### src/rtl/arcade_input_pkg.sv
// Shared constants for the arcade input front end: joystick/ctrl bit positions,
// PS/2 set-2 key codes, key-latch indices and the coin pulse state type.
package arcade_input_pkg;

    // MiSTer joystick word bit positions
    localparam int J_RIGHT    = 0;
    localparam int J_LEFT     = 1;
    localparam int J_DOWN     = 2;
    localparam int J_UP       = 3;
    localparam int J_FIRE1    = 4;
    localparam int J_START    = 5;
    localparam int J_COIN     = 6;
    localparam int J_FIRE2    = 7;
    localparam int J_FIRE3    = 8;
    localparam int J_AUTOFIRE = 9;

    // Per-player ctrl byte: {0, fire3, fire2, fire1, right, left, down, up}
    localparam int C_UP    = 0;
    localparam int C_DOWN  = 1;
    localparam int C_LEFT  = 2;
    localparam int C_RIGHT = 3;
    localparam int C_FIRE1 = 4;
    localparam int C_FIRE2 = 5;
    localparam int C_FIRE3 = 6;

    // Arrow keys compare only the low byte, so E0-prefixed and keypad forms both match.
    localparam logic [7:0] KC_ARROW_UP    = 8'h75;
    localparam logic [7:0] KC_ARROW_DOWN  = 8'h72;
    localparam logic [7:0] KC_ARROW_LEFT  = 8'h6B;
    localparam logic [7:0] KC_ARROW_RIGHT = 8'h74;

    localparam logic [8:0] KC_SPACE  = 9'h029;
    localparam logic [8:0] KC_CTRL   = 9'h014;
    localparam logic [8:0] KC_ALT    = 9'h011;
    localparam logic [8:0] KC_F1     = 9'h005;
    localparam logic [8:0] KC_1      = 9'h016;
    localparam logic [8:0] KC_F2     = 9'h006;
    localparam logic [8:0] KC_2      = 9'h01E;
    localparam logic [8:0] KC_3      = 9'h026;
    localparam logic [8:0] KC_4      = 9'h025;
    localparam logic [8:0] KC_COIN1  = 9'h02E;
    localparam logic [8:0] KC_COIN2  = 9'h036;
    localparam logic [8:0] KC_COIN3  = 9'h03D;
    localparam logic [8:0] KC_COIN4  = 9'h03E;
    localparam logic [8:0] KC_P2_UP  = 9'h02D;
    localparam logic [8:0] KC_P2_DN  = 9'h02B;
    localparam logic [8:0] KC_P2_LT  = 9'h023;
    localparam logic [8:0] KC_P2_RT  = 9'h034;
    localparam logic [8:0] KC_P2_F1  = 9'h01C;
    localparam logic [8:0] KC_P2_F2  = 9'h01B;
    localparam logic [8:0] KC_TEST   = 9'h02C;

    // One latch per physical key so that overlapping keys on one function stay independent.
    localparam int K_UP     = 0;
    localparam int K_DOWN   = 1;
    localparam int K_LEFT   = 2;
    localparam int K_RIGHT  = 3;
    localparam int K_SPACE  = 4;
    localparam int K_CTRL   = 5;
    localparam int K_ALT    = 6;
    localparam int K_F1     = 7;
    localparam int K_1      = 8;
    localparam int K_F2     = 9;
    localparam int K_2      = 10;
    localparam int K_3      = 11;
    localparam int K_4      = 12;
    localparam int K_COIN1  = 13;
    localparam int K_COIN2  = 14;
    localparam int K_COIN3  = 15;
    localparam int K_COIN4  = 16;
    localparam int K_P2_UP  = 17;
    localparam int K_P2_DN  = 18;
    localparam int K_P2_LT  = 19;
    localparam int K_P2_RT  = 20;
    localparam int K_P2_F1  = 21;
    localparam int K_P2_F2  = 22;
    localparam int K_TEST   = 23;
    localparam int KEY_N    = 24;

    typedef enum logic [1:0] {
        IDLE  = 2'd0,
        PULSE = 2'd1,
        GAP   = 2'd2
    } coin_state_t;

    // One-hot key-latch select for a PS/2 code; unknown codes give all zeros.
    function automatic logic [KEY_N-1:0] key_decode(input logic [8:0] code);
        logic [KEY_N-1:0] hit;
        hit          = '0;
        hit[K_UP]    = (code[7:0] == KC_ARROW_UP);
        hit[K_DOWN]  = (code[7:0] == KC_ARROW_DOWN);
        hit[K_LEFT]  = (code[7:0] == KC_ARROW_LEFT);
        hit[K_RIGHT] = (code[7:0] == KC_ARROW_RIGHT);
        hit[K_SPACE] = (code == KC_SPACE);
        hit[K_CTRL]  = (code == KC_CTRL);
        hit[K_ALT]   = (code == KC_ALT);
        hit[K_F1]    = (code == KC_F1);
        hit[K_1]     = (code == KC_1);
        hit[K_F2]    = (code == KC_F2);
        hit[K_2]     = (code == KC_2);
        hit[K_3]     = (code == KC_3);
        hit[K_4]     = (code == KC_4);
        hit[K_COIN1] = (code == KC_COIN1);
        hit[K_COIN2] = (code == KC_COIN2);
        hit[K_COIN3] = (code == KC_COIN3);
        hit[K_COIN4] = (code == KC_COIN4);
        hit[K_P2_UP] = (code == KC_P2_UP);
        hit[K_P2_DN] = (code == KC_P2_DN);
        hit[K_P2_LT] = (code == KC_P2_LT);
        hit[K_P2_RT] = (code == KC_P2_RT);
        hit[K_P2_F1] = (code == KC_P2_F1);
        hit[K_P2_F2] = (code == KC_P2_F2);
        hit[K_TEST]  = (code == KC_TEST);
        return hit;
    endfunction

    // raw/return order is {right, left, down, up}; ccw selects the rotation direction.
    function automatic logic [3:0] rotate_dirs(input logic [3:0] raw, input logic rot,
                                               input logic ccw);
        logic [3:0] o;
        o = raw;
        if (rot && !ccw) begin
            o[C_UP]    = raw[C_LEFT];
            o[C_DOWN]  = raw[C_RIGHT];
            o[C_LEFT]  = raw[C_DOWN];
            o[C_RIGHT] = raw[C_UP];
        end else if (rot) begin
            o[C_UP]    = raw[C_RIGHT];
            o[C_DOWN]  = raw[C_LEFT];
            o[C_LEFT]  = raw[C_UP];
            o[C_RIGHT] = raw[C_DOWN];
        end
        return o;
    endfunction

endpackage

### src/rtl/arcade_coin_pulse.sv
// Edge-triggered coin pulse: COIN_PULSE_CYC cycles high, then at least
// COIN_PULSE_CYC cycles low; edges arriving while busy are dropped.
module arcade_coin_pulse
    import arcade_input_pkg::*;
#(
    parameter int COIN_PULSE_CYC = 2400000
) (
    input  logic clk_sys,
    input  logic reset_n,
    input  logic src,
    output logic coin
);

    localparam int CW = $clog2(COIN_PULSE_CYC + 1);
    localparam logic [CW-1:0] RELOAD = CW'(COIN_PULSE_CYC - 1);

    coin_state_t   state, state_nxt;
    logic [CW-1:0] cnt, cnt_nxt;
    logic          src_q;

    always_ff @(posedge clk_sys or negedge reset_n) begin
        if (!reset_n) begin
            state <= IDLE;
            cnt   <= '0;
            src_q <= 1'b0;
        end else begin
            state <= state_nxt;
            cnt   <= cnt_nxt;
            src_q <= src;
        end
    end

    // src_q tracks the source in every state, so a source held across the gap never retriggers.
    always_comb begin
        state_nxt = state;
        cnt_nxt   = cnt;
        case (state)
            IDLE: begin
                if (src && !src_q) begin
                    state_nxt = PULSE;
                    cnt_nxt   = RELOAD;
                end
            end
            PULSE: begin
                if (cnt == '0) begin
                    state_nxt = GAP;
                    cnt_nxt   = RELOAD;
                end else begin
                    cnt_nxt = cnt - 1'b1;
                end
            end
            GAP: begin
                if (cnt == '0) begin
                    state_nxt = IDLE;
                end else begin
                    cnt_nxt = cnt - 1'b1;
                end
            end
            default: begin
                state_nxt = IDLE;
                cnt_nxt   = '0;
            end
        endcase
    end

    assign coin = (state == PULSE);

endmodule

### src/rtl/arcade_input_mapper.sv
// Merges PS/2 keys and MiSTer joysticks into registered per-player controls with
// rotation and coin pulses. Optional autofire: define ARCADE_INPUT_AUTOFIRE_EN.
module arcade_input_mapper
    import arcade_input_pkg::*;
#(
    parameter int PLAYERS        = 2,
    parameter int COIN_PULSE_CYC = 2400000,
    parameter int AUTOFIRE_CYC   = 1200000
) (
    input  logic                   clk_sys,
    input  logic                   reset_n,
    input  logic [10:0]            ps2_key,
    input  logic [16*PLAYERS-1:0]  joy,
    input  logic                   rotate,
    input  logic                   rot_ccw,
    input  logic                   start_coin,
    output logic [8*PLAYERS-1:0]   ctrl,
    output logic [PLAYERS-1:0]     start,
    output logic [PLAYERS-1:0]     coin,
    output logic                   test
);

    logic             tog_q;
    logic             primed;
    logic             key_event;
    logic [KEY_N-1:0] key_hit;
    logic [KEY_N-1:0] key_lat;

    logic [63:0]      joy_all;
    logic [3:0]       kb_up, kb_down, kb_left, kb_right, kb_f1, kb_f2, kb_start, kb_coin;
    logic [31:0]      ctrl_all_nxt;
    logic [3:0]       start_all_nxt;
    logic [3:0]       coin_src;
    logic             af_phase;

    // The first clock after reset only primes the toggle copy, so a stale toggle is not an event.
    assign key_event = primed && (ps2_key[10] != tog_q);
    assign key_hit   = key_decode(ps2_key[8:0]);

    always_ff @(posedge clk_sys or negedge reset_n) begin
        if (!reset_n) begin
            tog_q   <= 1'b0;
            primed  <= 1'b0;
            key_lat <= '0;
        end else begin
            tog_q  <= ps2_key[10];
            primed <= 1'b1;
            if (key_event) begin
                key_lat <= (key_lat & ~key_hit) | (key_hit & {KEY_N{ps2_key[9]}});
            end
        end
    end

`ifdef ARCADE_INPUT_AUTOFIRE_EN
    localparam int AW = $clog2(AUTOFIRE_CYC + 1);
    logic [AW-1:0] af_cnt;

    always_ff @(posedge clk_sys or negedge reset_n) begin
        if (!reset_n) begin
            af_cnt   <= '0;
            af_phase <= 1'b0;
        end else if (af_cnt == AW'(AUTOFIRE_CYC - 1)) begin
            af_cnt   <= '0;
            af_phase <= ~af_phase;
        end else begin
            af_cnt <= af_cnt + 1'b1;
        end
    end
`else
    assign af_phase = 1'b0;
`endif

    // Players are handled as a fixed 4-slot array; slots >= PLAYERS are computed then dropped.
    assign joy_all  = 64'(joy);
    assign kb_up    = {2'b00, key_lat[K_P2_UP], key_lat[K_UP]};
    assign kb_down  = {2'b00, key_lat[K_P2_DN], key_lat[K_DOWN]};
    assign kb_left  = {2'b00, key_lat[K_P2_LT], key_lat[K_LEFT]};
    assign kb_right = {2'b00, key_lat[K_P2_RT], key_lat[K_RIGHT]};
    assign kb_f1    = {2'b00, key_lat[K_P2_F1], key_lat[K_SPACE] | key_lat[K_CTRL]};
    assign kb_f2    = {2'b00, key_lat[K_P2_F2], key_lat[K_ALT]};
    assign kb_start = {key_lat[K_4], key_lat[K_3], key_lat[K_F2] | key_lat[K_2],
                       key_lat[K_F1] | key_lat[K_1]};
    assign kb_coin  = {key_lat[K_COIN4], key_lat[K_COIN3], key_lat[K_COIN2], key_lat[K_COIN1]};

    always_comb begin
        ctrl_all_nxt  = '0;
        start_all_nxt = '0;
        coin_src      = '0;
        for (int p = 0; p < 4; p++) begin
            logic [15:0] jp;
            logic [3:0]  raw;
            logic        m_f1;
            jp  = joy_all[16*p +: 16];
            raw[C_UP]    = kb_up[p]    | jp[J_UP];
            raw[C_DOWN]  = kb_down[p]  | jp[J_DOWN];
            raw[C_LEFT]  = kb_left[p]  | jp[J_LEFT];
            raw[C_RIGHT] = kb_right[p] | jp[J_RIGHT];
            m_f1 = kb_f1[p] | jp[J_FIRE1] | (jp[J_AUTOFIRE] & af_phase);
            ctrl_all_nxt[8*p +: 8] = {1'b0, jp[J_FIRE3], kb_f2[p] | jp[J_FIRE2], m_f1,
                                      rotate_dirs(raw, rotate, rot_ccw)};
            start_all_nxt[p] = kb_start[p] | jp[J_START];
            coin_src[p]      = kb_coin[p] | jp[J_COIN] | (start_coin & start_all_nxt[p]);
        end
    end

    always_ff @(posedge clk_sys or negedge reset_n) begin
        if (!reset_n) begin
            ctrl  <= '0;
            start <= '0;
            test  <= 1'b0;
        end else begin
            ctrl  <= ctrl_all_nxt[8*PLAYERS-1:0];
            start <= start_all_nxt[PLAYERS-1:0];
            test  <= key_lat[K_TEST];
        end
    end

    for (genvar g = 0; g < PLAYERS; g++) begin : g_coin
        arcade_coin_pulse #(
            .COIN_PULSE_CYC(COIN_PULSE_CYC)
        ) u_coin (
            .clk_sys(clk_sys),
            .reset_n(reset_n),
            .src    (coin_src[g]),
            .coin   (coin[g])
        );
    end

    // Joystick bits 10-15, and slots beyond PLAYERS, have no destination.
    logic unused_bits;
    assign unused_bits = ^{joy_all, ctrl_all_nxt, start_all_nxt, coin_src};

endmodule

### config.mk
export PLATFORM = sky130hd
export DESIGN_NAME = arcade_input_mapper
export DESIGN_NICKNAME = d
export VERILOG_FILES = /design/src/rtl/arcade_input_pkg.sv /design/src/rtl/arcade_coin_pulse.sv /design/src/rtl/arcade_input_mapper.sv
export SDC_FILE = /design/constraint.sdc
export NUM_CORES = 1
export LEC_CHECK = 0
export CAP_MARGIN = 30
export CORE_ASPECT_RATIO = 0.9
export CORE_MARGIN = 5
export CORE_UTILIZATION = 60
export DETAILED_ROUTE_END_ITERATION = 6
export GPL_TIMING_DRIVEN = 1
export PLACE_DENSITY = 0.86
export SYNTH_ARGS = -nofsm -noshare
export SYNTH_HDL_FRONTEND = slang
export SYNTH_SLANG_ARGS = --single-unit
### constraint.sdc
create_clock -name clk_sys -period 4.62 [get_ports clk_sys]
set_input_delay 0.462 -clock clk_sys [delete_from_list [all_inputs] [get_ports clk_sys]]
set_output_delay 0.462 -clock clk_sys [all_outputs]
set_load 0.005 [all_outputs]
Yosys cells after proc, flatten, opt, wreduce, memory -nomap -nowiden
Index checks and enable logic that the tools add are counted.
{"block": "classes", "bitwise_logic": 27, "addsub": 2, "eq_ne": 37, "reduce_logical": 15, "muxes": 20}
{"cell": "$mux 22", "count": 6}
{"cell": "$pmux 22 s3", "count": 2}
{"cell": "$eq 9x6->1 const B", "count": 12}
{"cell": "$eq 9x5->1 const B", "count": 6}
{"cell": "$and 24x24->24", "count": 2}
{"cell": "$logic_not 22->1", "count": 2}
{"cell": "$sub 22x1->22 const B", "count": 2}
{"cell": "$eq 8x7->1 const B", "count": 4}
{"cell": "$not 24->24", "count": 1}
{"cell": "$or 24x24->24", "count": 1}
{"cell": "$or 1x1->1", "count": 21}
{"cell": "$eq 9x3->1 const B", "count": 2}
{"cell": "$mux 4", "count": 4}
{"cell": "$mux 2", "count": 6}
{"cell": "$pmux 2 s3", "count": 2}
{"cell": "$ne 2x1->1 const B", "count": 4}
{"cell": "$ne 2x2->1 const B", "count": 4}
{"cell": "$reduce_and 3->1", "count": 2}
{"cell": "$eq 2x1->1 const B", "count": 2}
{"cell": "$eq 2x2->1 const B", "count": 2}
{"cell": "$logic_and 1x1->1", "count": 4}
{"cell": "$logic_not 2->1", "count": 2}
{"cell": "$reduce_and 2->1", "count": 2}
{"cell": "$logic_not 1->1", "count": 3}
{"cell": "2 further kinds", "count": 3}
{"block": "word_totals", "reg_bits": 93, "word_cells": 113}

Logic depth before layout (Yosys ltp)
Gate-level depths: netlist of run 1.
{"block": "depth", "word_depth": 7, "ltp_mapped": 9, "ltp_nobuf": 7}

Cells and area by module
Synthesis of run 1 repeated with hierarchy kept, for this count alone.
{"block": "unflattened", "hier_cells": 526, "hier_area_um2": 5241.3}
{"mod": "arcade_coin_pulse", "n_inst": 2, "area_per_inst_um2": 1722.9, "seq_area_each_um2": 625.6, "cells_each": 187}
{"mod": "arcade_input_mapper", "n_inst": 1, "area_per_inst_um2": 1795.5, "seq_area_each_um2": 975.9, "cells_each": 152}

Worst setup path before layout of run 1
Ideal clock, no wire load.
{"block": "synth_path", "path_type": "reg2reg", "from": "register g_coin[0].u_coin.cnt[0]", "to": "register g_coin[0].u_coin.cnt[12]", "n_path_buf": 2, "slack_ns": 2.449, "t_arrival_ns": 2.049, "period_less_slack_ns": 2.171, "stages_incl_launch_ff": 10, "path_cell_list": "dfrtp_1 -> inv_1 -> ha_1 -> nor4b_2 -> and3_1 -> clkbuf_1 -> a31o_2 -> buf_2 -> nor2_1 -> a32o_1"}
{"block": "synth_via", "elab_chain_len": 3, "elab_cells_between_ends": 7, "cone_classes": "add/sub (1); eq/ne (1); mux (3); reduce/logical (2)"}
{"element": "from (decl)", "line_no": "arcade_coin_pulse.sv:18", "source": "logic [CW-1:0] cnt, cnt_nxt;"}
{"element": "from (signal assigned)", "line_no": "arcade_coin_pulse.sv:28", "source": "cnt <= cnt_nxt;"}
{"element": "$sub 22x1->22 / $logic_not 22->1 (equally long branches)"}
{"element": "$mux 22, or another cell as far along", "line_no": "arcade_coin_pulse.sv:53", "source": "if (cnt == '0) begin"}
{"element": "$pmux 22 s3 / $reduce_and 2->1 (equally long branches)"}
Several ways; a longest one is shown, not always the timed one. The select of a mux whose other input is x is not followed.
A chain may end at the register's enable or synchronous reset.

Worst setup path after layout of run 1
{"block": "layout_path", "from": "register g_coin[1].u_coin.state[1]", "to": "register g_coin[1].u_coin.cnt[1]"}
{"block": "layout_via", "elab_chain_len": 3, "elab_cells_between_ends": 7, "cone_classes": "eq/ne (4); mux (1); reduce/logical (2)"}
{"element": "from (decl)", "line_no": "arcade_coin_pulse.sv:17", "source": "coin_state_t state, state_nxt;"}
{"element": "from (signal assigned)", "line_no": "arcade_coin_pulse.sv:27", "source": "state <= state_nxt;"}
{"element": "$eq 2x2->1 / $logic_not 2->1 (equally long branches)", "line_no": "arcade_coin_pulse.sv:37", "source": "case (state)"}
{"element": "$ne 2x2->1 (no source line) / $ne 2x1->1 (equally long branches)"}
{"element": "$reduce_and 2->1 (no source line)"}
{"element": "to (signal assigned)", "line_no": "arcade_coin_pulse.sv:28"}
{"element": "to (decl)", "line_no": "arcade_coin_pulse.sv:18"}
Several ways; a longest one is shown, not always the timed one.

==> results.env, run 1 <==
WL_UM=12500
SYNTH.DISTINCT_CELLS=77
GRT_OVERFLOW=0
DRIVE_ABOVE_1_SHARE=0.125
FP-ROW-COUNT=32
DIEWIDTH_UM=108
SYNTH-EDFF-COUNT=0
PATH_CLK_SLEW_NS=0.10
ENDPOINTS_FAILING_HOLD=0
POWER_DENSITY_mW_PER_MM2=356
FIRST_PASS_ITERATION_COUNT_OF_THE_DETAILED_ROUTER=7
WORST_PATH_REQUIRED_NS=4.88
SYNTH-SIMPLE-AREA-SHARE=0.255
FINAL_PERIOD_MINUS_WORST_SETUP_SLACK_NS=3.13
COMPOUND_GATE_FRACTION_OF_SYNTH_AREA=0.194
MAX_STAGE_DELAY_NS=0.83
CTS_INSERTED_BUFFERS=9
WORST_SETUP_PATH_END_KIND='flop'
DRT_FIRST_ITER_VIOLATIONS=311
START_UTIL=0.609
WORSTPATHARRIVAL_NS=3.39
FIN_SKEW_NS=0.0138
POST_CTS_RESIZED=0
SETUP_VIOL_COUNT_FINAL=0
DETAIL-ROUTE-ANTENNA-NETS=0
CTSHOLDBUFFERS=0
FLOORPLAN_DIE_HEIGHT_UM=97.8
SLEW_HEADROOM=0.374
DRT-WIRELENGTH-PER-CELL_UM=17.9
SYNTH_ADDER_AREA_SHARE=0.00730
RSZ0062_AT_GRT='no'
GRT_ANTENNA_BEFORE_REPAIR=0
AVGVIACOUNTPERCELL=6.55
AREA.GROWTH.SYNTH_TO_FINAL_PCT=13.6
SYNTH-ASYNC-RESET-RATIO=1.00
GRT_PASS1_WL_UM=21400
CLOCKBUFFERDEPTH=2
CTS_ROOT_BUF='sky130_fd_sc_hd__clkbuf_8'
NETLIST_AREA_MM2=0.00514
CP_SLOWEST_CELL='sky130_fd_sc_hd__nor2b_1'
BUF_INV_ON_CP=0
DIE-AREA_MM2=0.0105
SYNTH_SEQ_AREA_SHARE=0.433
FIN_NETS=621
IOPINCOUNT=69
PLACE.DETAILED.INSTANCES=678
TIMING.CRITICAL_PATH.FANOUT_MAX=16
SHARE_OF_THE_CYCLE_NEEDED_BY_THE_CRITICAL_PATH_AFTER_ROUTING=0.678
CORE_AREA_MM2=0.00845
GRT_PASS1_VIAS=4426
NETLIST_INSTANCES=535
CLOCK_TREE_FROM_TRITONCTS='yes'
NUMPORTBUFFERS=52
DRC=0
CTS.SINKS=89
HPWLAFTERDP_UM=8720
CRITICAL_PATH.STARTPOINT_TYPE='flop'
MAX-CAP-VIOLATIONS=0
WORST_PATH_DOMINANT_CELL_FAMILY='compound AO/OA/AOI/OAI gates'
FINAL_COMMON_CELL='sky130_fd_sc_hd__dfrtp_1'
CRITICAL_PATH.CELL_CHAIN='or2_2 > a311o_1 > nor2b_1 > o21ai_0 > o311ai_1'
WEIGHTED_CONGESTION_AT_THE_END_OF_ROUTABILITY_DRIVEN_GLOBAL_PLACEMENT=0.912
FIN_TNS_SETUP_NS=0
IR_WORST_VDD_uV=244
POWER.LEAKAGE_nW=2.16
SYNTH.MUX.AREA_FRACTION=0.0501
HOLDCRITPATHCLASS='in -> async'
LEADING_REGISTER_CELL_TYPE_OUT_OF_SYNTHESIS='sky130_fd_sc_hd__dfrtp_1'
DOMINANT_COMBINATIONAL_CELL_FAMILY_BY_AREA_AFTER_SYNTHESIS='simple AND/OR/NAND/NOR gates'
FIN_WORST_HOLD_SLACK_NS=0.0774
WORST-SLEW-PIN-TRANSITION_NS=0.936
YOSYSWARNINGCOUNT=0
MAXSLEWVIOLCOUNT=0
SYN_AVG_CELL_AREA_UM2=9.61
ROUTE.VIAS.TOTAL=4546
CLOCK.FMAX_GHz=0.319
POST_CTS.REPAIR.SETUP_BUFFERS=0
GRT_START_MAX_NET_PINS=47
SYNTH-XOR-AREA-SHARE=0.0187
ANTENNADIODECOUNT=0
SYNTH_SEQ_CELLS=89
CRITICALPATHCATEGORY='reg -> reg'
LAYOUT_COMMON_CELLS='sky130_fd_sc_hd__dfrtp_1, sky130_fd_sc_hd__clkdlybuf4s50_1, sky130_fd_sc_hd__nand2_1, sky130_fd_sc_hd__nor2_1, sky130_fd_sc_hd__o21ai_0'
CLOCK_TREE.HTREE_LEVEL_COUNT=3
WORSTSKEWPAIRLATENCY_NS=0.37
GROUTE.USAGE.OVERALL=0.249
OUTCOME='finished, final reports clean'
FINAL_CELL_COUNT_NO_FILL=694
[worst register-to-register path, cell delays in order, from the launching register on]
cell and delay (ns):
sky130_fd_sc_hd__dfrtp_1 0.60, sky130_fd_sc_hd__or2_2 0.34, sky130_fd_sc_hd__a311o_1 0.70, sky130_fd_sc_hd__nor2b_1 0.83
sky130_fd_sc_hd__o21ai_0 0.36, sky130_fd_sc_hd__o311ai_1 0.19
[power by group]
group	switching [W]	internal (W)	leakage (nW)
combinational	0.000231	0.000234	1.02
sequential	0.000199	0.000900	1.06
clock	0.000312	0.000204	0.0819
total	0.000742	0.00134	2.16
[per-layer routing]
metal,track usage,vias to the layer above,share of wire
li1,-,2079,-
met1,0.352,2211,0.43
met2,0.374,217,0.47
met3,0.0502,39,0.068
met4,0.103,0,0.027
met5,0,-,0
[synthesized netlist by cell type, types with 5 or more instances]
master	number	area share
sky130_fd_sc_hd__o211ai_1	5	0.0073
sky130_fd_sc_hd__a211oi_1	6	0.0088
sky130_fd_sc_hd__o31ai_1	7	0.010
sky130_fd_sc_hd__mux2_2	22	0.048
sky130_fd_sc_hd__nor3_1	25	0.024
sky130_fd_sc_hd__xnor2_1	6	0.010
sky130_fd_sc_hd__a31oi_1	7	0.0085
sky130_fd_sc_hd__or4_1	9	0.013
sky130_fd_sc_hd__a21oi_1	26	0.025
sky130_fd_sc_hd__or2_2	6	0.0073
sky130_fd_sc_hd__nor2_1	43	0.031
sky130_fd_sc_hd__xor2_1	5	0.0085
sky130_fd_sc_hd__dfrtp_1	89	0.43
sky130_fd_sc_hd__nand3_1	13	0.013
sky130_fd_sc_hd__clkbuf_1	15	0.011
sky130_fd_sc_hd__and3_1	7	0.0085
sky130_fd_sc_hd__nor4_1	8	0.0097
sky130_fd_sc_hd__nand2_1	43	0.031
sky130_fd_sc_hd__inv_1	9	0.0066
sky130_fd_sc_hd__o21ai_1	6	0.0058
sky130_fd_sc_hd__o21ai_0	34	0.033
sky130_fd_sc_hd__a311oi_1	5	0.0085
sky130_fd_sc_hd__or3_1	18	0.022
sky130_fd_sc_hd__nand4_1	5	0.0061
sky130_fd_sc_hd__nand2b_1	7	0.0085
sky130_fd_sc_hd__o311ai_0	6	0.010
sky130_fd_sc_hd__buf_2	5	0.0049
[final timing paths]
check	from	end	slack [ns]	cells after the start
min	reset_n	ctrl[3]	0.08	1
max in group asynchronous	reset_n	g_coin[1].u_coin.cnt[10]	3.54	2
min reg2reg	flop	test	0.41	0
min in group clk_sys	flop	test	0.41	0
max	g_coin[1].u_coin.state[1]	g_coin[1].u_coin.cnt[1]	1.49	5
max reg2reg	g_coin[1].u_coin.state[1]	g_coin[1].u_coin.cnt[1]	1.49	5
[cell families (layout without fill, tap and decap cells)]
| logic type | Yosys count | in the layout |
|---|---|---|
| multiplexers | 23 | 23 |
| AO/OA/AOI/OAI | 143 | 143 |
| flip-flops | 89 | 89 |
| buffers and inverters | 41 | 80 |
| AND/OR/NAND/NOR | 223 | 223 |
| XOR/XNOR | 11 | 11 |
| other | 2 | 3 |
| adder cells (fa/ha/maj) | 3 | 3 |
[area by class of cell]
class | count | area, um^2
clock inverter | 7 | 61.3
tap | 119 | 149
fill | 662 | 2610
inverter | 11 | 41.3
sequential | 89 | 2230
clock buffer | 9 | 124
timing repair buffer | 53 | 526
multi-input combinational | 406 | 2710
[per-stage QoR]
| step | area (um^2) | utilization | total power (W) | setup slack (ns) |
|---|---|---|---|---|
| after floorplan | 5140 | - | 0.00141 | 2.45 |
| after global placement | 5660 | 0.669 | 0.00153 | 1.51 |
| after detailed placement | 5660 | 0.669 | 0.00156 | 1.41 |
| after CTS | 5840 | 0.691 | 0.00208 | 1.64 |
| after global routing | 5840 | 0.691 | 0.00221 | 1.37 |
| final | 5840 | 0.691 | 0.00208 | 1.49 |
Power figures use the tool's default switching activity.
==> run 2, diff against run 1 <==
CORE_UTILIZATION = 56   (was 60)
PLACE_DENSITY = 0.81   (was 0.86)
clock period = 3.3 ns   (was 4.62 ns; I/O delays follow)
==> results.env, run 2 (synthesized netlist as in run 1, its figures left out) <==
TIMING.CRITICAL_PATH.FANOUT_MAX=12  # -4
DRC=0  # unchanged
LAYOUT_COMMON_CELLS='sky130_fd_sc_hd__dfrtp_1, sky130_fd_sc_hd__clkdlybuf4s50_1, sky130_fd_sc_hd__nand2_1, sky130_fd_sc_hd__nor2_1, sky130_fd_sc_hd__o21ai_0'
AVGVIACOUNTPERCELL=6.41  # -2.2%
OUTCOME='finished, final reports clean'
CRITICALPATHCATEGORY='reg -> reg'
MAXSLEWVIOLCOUNT=0  # unchanged
POST_CTS_RESIZED=0  # unchanged
ROUTE.VIAS.TOTAL=4490  # -1.2%
CP_SLOWEST_CELL='sky130_fd_sc_hd__nor2b_1'
HPWLAFTERDP_UM=8820  # +1.2%
SHARE_OF_THE_CYCLE_NEEDED_BY_THE_CRITICAL_PATH_AFTER_ROUTING=0.777  # +0.0990
DIEWIDTH_UM=111  # +3.2%
GRT_OVERFLOW=0  # unchanged
FINAL_COMMON_CELL='sky130_fd_sc_hd__dfrtp_1'
GRT_ANTENNA_BEFORE_REPAIR=0  # unchanged
R2R.WORST_PATH.CELLS=5  # unchanged
GROUTE.USAGE.OVERALL=0.226  # -0.0228
CTS.SINKS=89  # unchanged
SETUP_VIOL_COUNT_FINAL=0  # unchanged
DRT_FIRST_ITER_VIOLATIONS=324  # +4.2%
FIN_SKEW_NS=0.0110  # -0.00278 ns
POWER.LEAKAGE_nW=2.21  # +2.3%
CRITICAL_PATH.STARTPOINT_TYPE='flop'
CLOCKBUFFERDEPTH=2  # unchanged
START_UTIL=0.569  # -0.0400
WORSTSKEWPAIRLATENCY_NS=0.35  # -0.02 ns
ENDPOINTS_FAILING_HOLD=0  # unchanged
WL_UM=12600  # +1.1%
CLOCK_TREE_FROM_TRITONCTS='yes'
CLOCK.FMAX_GHz=0.390  # +22%
GRT_START_MAX_NET_PINS=40  # -15%
WORST-SLEW-PIN-TRANSITION_NS=0.966  # +0.0297 ns
RSZ0062_AT_GRT='no'
DETAIL-ROUTE-ANTENNA-NETS=0  # unchanged
POWER_DENSITY_mW_PER_MM2=512  # +44%
REG2REG_SETUP_SLACK_NS=0.74  # -0.75 ns
FIRST_PASS_ITERATION_COUNT_OF_THE_DETAILED_ROUTER=5  # -2
FINAL_PERIOD_MINUS_WORST_SETUP_SLACK_NS=2.56  # -0.568 ns
STARTPOINT='g_coin[1].u_coin.state[1]'
FIN_TNS_SETUP_NS=0  # unchanged
WORSTPATHARRIVAL_NS=2.82  # -0.57 ns
HOLDCRITPATHCLASS='reg -> reg'
DRT-WIRELENGTH-PER-CELL_UM=18.0  # +0.14%
FLOORPLAN_DIE_HEIGHT_UM=101  # +3.2%
FP-ROW-COUNT=33  # +3.1%
SLEW_HEADROOM=0.355  # -0.0198
FIN_NETS=625  # +0.64%
WORST_PATH_REQUIRED_NS=3.55  # -1.33 ns
CTSHOLDBUFFERS=1  # +1
IR_WORST_VDD_uV=375  # +54%
WEIGHTED_CONGESTION_AT_THE_END_OF_ROUTABILITY_DRIVEN_GLOBAL_PLACEMENT=0.916  # +0.41%
MAX_STAGE_DELAY_NS=0.78  # -0.05 ns
GRT_PASS1_WL_UM=21000  # -2.1%
DRIVE_ABOVE_1_SHARE=0.130  # +0.00432
FINAL_STANDARD_CELL_AREA_WITHOUT_FILLERS_MM2=0.00592  # +1.3%
MAX-CAP-VIOLATIONS=0  # unchanged
CRIT_PATH_END='g_coin[1].u_coin.cnt[1]'
IOPINCOUNT=69  # unchanged
FILLERINSTANCES=711  # +7.4%
CTS_INSERTED_BUFFERS=9  # unchanged
CTS_ROOT_BUF='sky130_fd_sc_hd__clkbuf_8'
CORE_AREA_MM2=0.00904  # +7.0%
WORST_SETUP_PATH_END_KIND='flop'
DIE-AREA_MM2=0.0112  # +6.4%
POST_CTS.REPAIR.SETUP_BUFFERS=0  # unchanged
PATH_CLK_SLEW_NS=0.10  # about the same
NUMPORTBUFFERS=52  # unchanged
CRITICAL_PATH.CELL_CHAIN='or2_2 > a311o_1 > nor2b_1 > o21ai_0 > o311ai_1'
REGTOREGENDPOINT='g_coin[1].u_coin.cnt[1]'
CLOCK_TREE.HTREE_LEVEL_COUNT=3  # unchanged
DETAILED_PLACE.AREA_MM2=0.00568  # +0.46%
WORST_R2R_STARTPOINT='g_coin[1].u_coin.state[1]'
ANTENNADIODECOUNT=0  # unchanged
AREA.GROWTH.SYNTH_TO_FINAL_PCT=15.1
GRT_PASS1_VIAS=4301  # -2.8%
run 2: changes by cell type in the layout (fill, tap and decap cells not counted), sizes merged:
cell,previous run,this run
dlygate4sd3,0,1
bufinv,0,2
clkinv,2,4
clkinvlp,4,0
buf,2,5
run 2: how the worst min path moves through the flow:
stage | start | to | slack [ns] | cells after the start
3_5_place_dp | reset_n | ctrl[11] | 0.34 | 1
2_1_floorplan | reset_n | async pin | 0.03 | 0
5_1_grt | joy[8] | ctrl[6] | 0.39 | 1
4_1_cts | flop | test | 0.40 | 0
3_3_place_gp | reset_n | ctrl[11] | 0.33 | 1
6_report | flop | test | 0.39 | 0
run 2: through the flow:
stage / hold WS, ns / cells / total power [W] / util / setup slack (ns)
2_1_floorplan: 0.0344 / 536 / 0.00197 / - / 1.13
3_3_place_gp: 0.332 / 684 / 0.00215 / 0.628 / 0.770
3_5_place_dp: 0.336 / 684 / 0.00219 / 0.628 / 0.718
4_1_cts: 0.398 / 701 / 0.00304 / 0.654 / 0.755
5_1_grt: 0.386 / 701 / 0.00321 / 0.654 / 0.505
6_report: 0.387 / 701 / 0.00303 / 0.654 / 0.737
run 2: worst max-delay path, delay by kind of cell (launching register included):
kind	cells	cell delay [ns]
AOI/OAI and AO/OA	3	0.77
DFF	1	0.58
and+or+nand+nor	2	1.12
run 2: report_power, final:
part / switching [W] / leakage, nW / internal, W
sequential: 0.000270 / 1.06 / 0.00126
clock: 0.000414 / 0.115 / 0.000435
combinational: 0.000324 / 1.03 / 0.000329
total: 0.00101 / 2.21 / 0.00202
run 2: final cells by class:
cell class	instances	area [um^2]	area share
timing repair buffer	57	558	0.0943
sequential	89	2230	0.376
inverter	11	41.3	0.00698
multi-input combinational	406	2710	0.459
tap	122	153	0.0258
clock inverter	7	100	0.0169
clock buffer	9	124	0.0209
run 2: per-layer routing:
layer,vias to the layer above,part of all wire,global-route usage
met5,-,0,0
met4,0,0.0074,0.0483
met3,22,0.053,0.0462
met2,155,0.49,0.382
met1,2220,0.45,0.304
li1,2093,-,-
